### config.mk
export PLATFORM = sky130hd
export DESIGN_NAME = bird_motion
export DESIGN_NICKNAME = d
export VERILOG_FILES = /design/src/rtl/bird_motion.sv
export SDC_FILE = /design/constraint.sdc
export NUM_CORES = 1
export LEC_CHECK = 0
export ABC_CLOCK_PERIOD_IN_PS = 1800
export CORE_MARGIN = 1.5
export CORE_UTILIZATION = 25
export CTS_BUF_LIST = sky130_fd_sc_hd__clkbuf_4
export CTS_CLUSTER_DIAMETER = 150
export DETAILED_ROUTE_END_ITERATION = 10
export HOLD_SLACK_MARGIN = 0.15
export PLACE_DENSITY = 0.47
export SLEW_MARGIN = 30
export SYNTH_ARGS = -nofsm -noshare
export SYNTH_HDL_FRONTEND = slang
export SYNTH_SLANG_ARGS = --single-unit
### constraint.sdc
create_clock -name clk -period 1.8 [get_ports clk]
set_input_delay 0.36 -clock clk [delete_from_list [all_inputs] [get_ports clk]]
set_output_delay 0.36 -clock clk [all_outputs]
set_load 0.05 [all_outputs]
### src/rtl/bird_motion.sv
// Purpose : owns the bird's vertical row; a flap lifts it RISE_STEPS rows, gravity drops it, bottom overrun latches dead.
// Latency : row, state and dead update on the clock edge that evaluates a step or flap; row_onehot and dead decode registers.
// Backpressure: none; pause freezes every register (flap ignored), reset still applies.
//
// Ports:
//   clk        - system clock
//   reset      - synchronous, active-high reset, highest priority
//   flap       - one-cycle pulse from the press stage
//   pause      - while high, state, counters and row hold
//   row        - registered bird row, 0 = top, ROWS-1 = bottom
//   row_onehot - combinational decode of row (bit[row] set)
//   dead       - sticky, high while in the DEAD state
module bird_motion #(
  parameter int ROWS        = 16,
  parameter int START_ROW   = 7,
  parameter int RISE_PERIOD = 2,
  parameter int FALL_PERIOD = 8,
  parameter int RISE_STEPS  = 3
) (
  input  logic                    clk,
  input  logic                    reset,
  input  logic                    flap,
  input  logic                    pause,
  output logic [$clog2(ROWS)-1:0] row,
  output logic [ROWS-1:0]         row_onehot,
  output logic                    dead
);

  localparam int RW   = $clog2(ROWS);
  localparam int PMAX = (RISE_PERIOD > FALL_PERIOD) ? RISE_PERIOD : FALL_PERIOD;
  localparam int SW   = $clog2(PMAX + 1);
  localparam int CW   = $clog2(RISE_STEPS + 1);

  localparam logic [SW-1:0] RISE_LAST = SW'(RISE_PERIOD - 1);
  localparam logic [SW-1:0] FALL_LAST = SW'(FALL_PERIOD - 1);
  localparam logic [RW-1:0] ROW_START = RW'(START_ROW);
  localparam logic [RW-1:0] ROW_LAST  = RW'(ROWS - 1);
  localparam logic [CW-1:0] RISE_LOAD = CW'(RISE_STEPS);

  typedef enum logic [1:0] {
    IDLE = 2'd0,
    RISE = 2'd1,
    FALL = 2'd2,
    DEAD = 2'd3
  } state_t;

  state_t        state, state_nx;
  logic [RW-1:0] row_nx;
  logic [SW-1:0] step_cnt, step_nx;
  logic [CW-1:0] rise_cnt, rise_nx;

  // State register, row and counters.
  always_ff @(posedge clk) begin
    if (reset) begin
      state    <= IDLE;
      row      <= ROW_START;
      step_cnt <= '0;
      rise_cnt <= '0;
    end else begin
      state    <= state_nx;
      row      <= row_nx;
      step_cnt <= step_nx;
      rise_cnt <= rise_nx;
    end
  end

  // Next-state logic. A flap in RISE/FALL takes precedence over a step
  // firing on the same cycle, so the row never moves on a flap cycle.
  always_comb begin
    state_nx = state;
    row_nx   = row;
    step_nx  = step_cnt;
    rise_nx  = rise_cnt;
    unique case (state)
      IDLE: begin
        if (!pause && flap) begin
          state_nx = RISE;
          step_nx  = '0;
          rise_nx  = RISE_LOAD;
        end
      end
      RISE: begin
        if (!pause) begin
          if (flap) begin
            step_nx = '0;
            rise_nx = RISE_LOAD;
          end else if (step_cnt == RISE_LAST) begin
            step_nx = '0;
            // At the top the step still burns a rise count; row stays 0.
            row_nx  = (row == '0) ? '0 : row - 1'b1;
            rise_nx = rise_cnt - 1'b1;
            if (rise_cnt == CW'(1)) begin
              state_nx = FALL;
            end
          end else begin
            step_nx = step_cnt + 1'b1;
          end
        end
      end
      FALL: begin
        if (!pause) begin
          if (flap) begin
            state_nx = RISE;
            step_nx  = '0;
            rise_nx  = RISE_LOAD;
          end else if (step_cnt == FALL_LAST) begin
            step_nx = '0;
            // Falling past the bottom row kills the bird; row stays put.
            if (row == ROW_LAST) begin
              state_nx = DEAD;
            end else begin
              row_nx = row + 1'b1;
            end
          end else begin
            step_nx = step_cnt + 1'b1;
          end
        end
      end
      DEAD: begin
        // Frozen until reset.
      end
      default: begin
        state_nx = IDLE;
        row_nx   = ROW_START;
        step_nx  = '0;
        rise_nx  = '0;
      end
    endcase
  end

  // Outputs decoded from registers.
  always_comb begin
    row_onehot = {{(ROWS-1){1'b0}}, 1'b1} << row;
    dead       = (state == DEAD);
  end

endmodule

==> results.json, run 1 <==
{
  "postSynthCellCount": 135,
  "antenna_cells": 0,
  "worstSkewPairLatency_ns": 0.28,
  "vias": 1150,
  "setup_slack_ns": -0.0608,
  "design_area_sq_um": 1930,
  "status": "complete, but fails checks",
  "numCtsBuffers": 3,
  "ant_nets": 0,
  "fin_nets": 200,
  "fin_hold_ws_ns": 0.554,
  "grt_overflow": 0,
  "drt_iter0_markers": 29,
  "avgSynthCellArea_sq_um": 8.08,
  "routed_via_density": 5.00,
  "syn-cell-area_sq_um": 1090,
  "cellLeakagePower_nw": 0.769,
  "syn_nets": 154,
  "postRouteWirelength_mm": 3.39,
  "grt_pass1_wl_mm": 5.49,
  "multi_input_area_sq_um": 936,
  "synth_async_sr_flop_share_pct": 0,
  "clk_pin_slew_ns": 0.09,
  "synthTopCellsByArea": "dfxtp_1 (22%), ha_1 (17%), and2_1 (4.6%), inv_1 (4.5%), nor2b_1 (3.4%)",
  "rsz0062_at_grt": "true",
  "pin_count": 25,
  "ys_seq_area_share_pct": 22.0,
  "yosysTopAreaCellShare_pct": 22.0,
  "cts_sinks": 12,
  "worstSetupStartpointType": "register",
  "finalHoldViolCount": 0,
  "synth.distinct_cells": 37,
  "violations": "setup timing",
  "h-tree-depth": 1,
  "rows": 23,
  "drive_gt1_share_pct": 50.6,
  "setup_tns_ns": -0.0732,
  "period_minus_slack_ns": 1.86,
  "ys_ff_latch": 12,
  "dr.pass1.iters": 4,
  "start_util_pct": 26.7,
  "grt_max_degree": 17,
  "placed_cell_area_sq_um": 1740,
  "register_area_sq_um": 258,
  "cp_max_fo": 3,
  "synth.yosys.warnings": 0,
  "cap_violations": 0,
  "synth_top_cell_by_area": "dfxtp_1",
  "drv_slew": 0,
  "route.detailed.drc": 0,
  "endpoint_kind": "register",
  "setup_viol": 3,
  "synth_flop_cell": "dfxtp_1",
  "die_w_um": 69.1,
  "worstPathRequired_ns": 2.00,
  "fmax_mhz": 537,
  "worst_pin_slew_ns": 0.445,
  "wl_per_cell_um": 14.7,
  "path_class": "reg -> reg",
  "p_per_area_nw_per_um2": 901,
  "arrival_ns": 2.06,
  "synth_edf_count": 0,
  "antenna_found_initial": 0,
  "slew_headroom_pct": 70.2,
  "n_fill_cell": 372,
  "clock-root-buffer": "clkbuf_4",
  "dp_hpwl_mm": 2.45,
  "instances_no_fill": 230,
  "finalClockSkew_ns": 0.0104,
  "cts_tree": "yes",
  "first_global_vias": 1150,
  "grt_util_all_layers_pct": 14.0,
  "worstHoldPathType": "reg -> reg",
  "dieHeight_um": 69.1,
  "dieArea_sq_um": 4770,
  "clockBufferDepth": 2,
  "gp_congestion": 0.855,
  "core_area_sq_um": 4090,
  "vdd_drop_max_mv": 0.380,
  "period_share_pct": 103,
  "numPortBuffers": 24,
  "dp_cells": 221,
  "area_growth_pct": 77.3
}
==> cell type report <==
type	count	area share, %
clock buffer	3	1.16
clock inverter	1	0.194
inverter	13	2.78
multi-input combinational	103	48.4
sequential	12	13.3
tap	50	3.23
timing repair buffer	48	30.9
==> logic make-up (layout without fill, tap and decap cells) <==
group | after synthesis | in the layout | share of synthesized area (%)
adder cells (fa/ha/maj) | 15 | 15 | 17.2
buffers and inverters | 20 | 65 | 6.88
flip-flops | 12 | 12 | 22.0
AO/OA/AOI/OAI | 34 | 34 | 24.2
AND/OR/NAND/NOR | 54 | 54 | 29.7
==> critical path, stage by stage, from the launching register on <==
cell	delay [ns]
dfxtp_2	0.33
inv_2	0.06
ha_4	0.12
or3b_4	0.41
a2111o_1	0.42
a2111o_1	0.37
o211ai_2	0.08
==> path summary, 6_finish.rpt <==
path	from	to	slack (ns)	cells past startpoint
setup reg to reg	step_cnt[1]	row[0]	-0.06	6
hold / removal	rise_cnt[1]	rise_cnt[1]	0.55	1
hold reg to reg	rise_cnt[1]	rise_cnt[1]	0.55	1
setup / recovery	step_cnt[1]	row[0]	-0.06	6
==> through the flow <==
step	power (W)	util (%)	setup WS (ns)
2_1_floorplan	0.000985	-	-0.0504
3_3_place_gp	0.00138	42.5	-0.101
3_5_place_dp	0.00139	42.5	-0.148
4_1_cts	0.00166	45.2	-0.0531
5_1_grt	0.00187	47.3	-0.123
6_report	0.00174	47.3	-0.0608
==> what timing repair did <==
item	in CTS	in global routing
setup buffers	4	1
resized for setup	12	25
hold buffers	0	0
setup endpoints to repair	18	26
pin swaps	4	2
==> synth_stat cells (2+ instances only) <==
master,number
ha_1,15
inv_1,13
dfxtp_1,12
and2_1,8
nor2_1,7
clkbuf_1,6
nor2b_1,6
and3_1,5
nand2_1,5
a21oi_1,4
nand2b_1,4
nand4_1,4
o21ai_0,4
a211oi_1,3
a31oi_1,3
nand4b_1,3
nor3b_1,3
o2111ai_1,3
o31ai_1,3
a2111o_1,2
nand3_1,2
nor3_1,2
o211a_1,2
o211ai_1,2
o21a_1,2
==> metal layers <==
layer / vias up / GRT usage (%) / part of all wire (%)
met5: - / 0 / 0
li1: 583 / - / -
met1: 532 / 17.7 / 46
met3: 6 / 3.80 / 4.2
met2: 29 / 23.0 / 48
met4: 0 / 4.79 / 1.9
==> placed cells by master (no fill, tap or decap), types with 4 or more instances in the layout <==
cell type / n
buf_4: 25
buf_12: 17
inv_1: 10
nor2_1: 7
ha_1: 7
and2_2: 5
nand2_1: 5
ha_2: 5
dfxtp_2: 5
nor2b_2: 4
nand2b_1: 4
a21oi_1: 4
nand4_1: 4
dfxtp_1: 4
==> report_power, final <==
part	total [W]	internal (W)	switching (W)
combinational	0.00117	0.000543	0.000624
sequential	0.000396	0.000322	0.0000740
clock	0.000179	0.0000804	0.0000987
==> registers in the layout, indices dropped and copies added (netlist names) <==
name and cells:
row 4, step_cnt 4, rise_cnt 2, state 2
No activity file was read; power rests on OpenSTA's default activity.
==> run 2: changes to the inputs <==
Settings changed: GPL_ROUTABILITY_DRIVEN from default to 0, HOLD_SLACK_MARGIN 0.15 to default.
==> results of run 2 <==
Same layout as run 1: the final DEF is identical, and so are final timing and power.
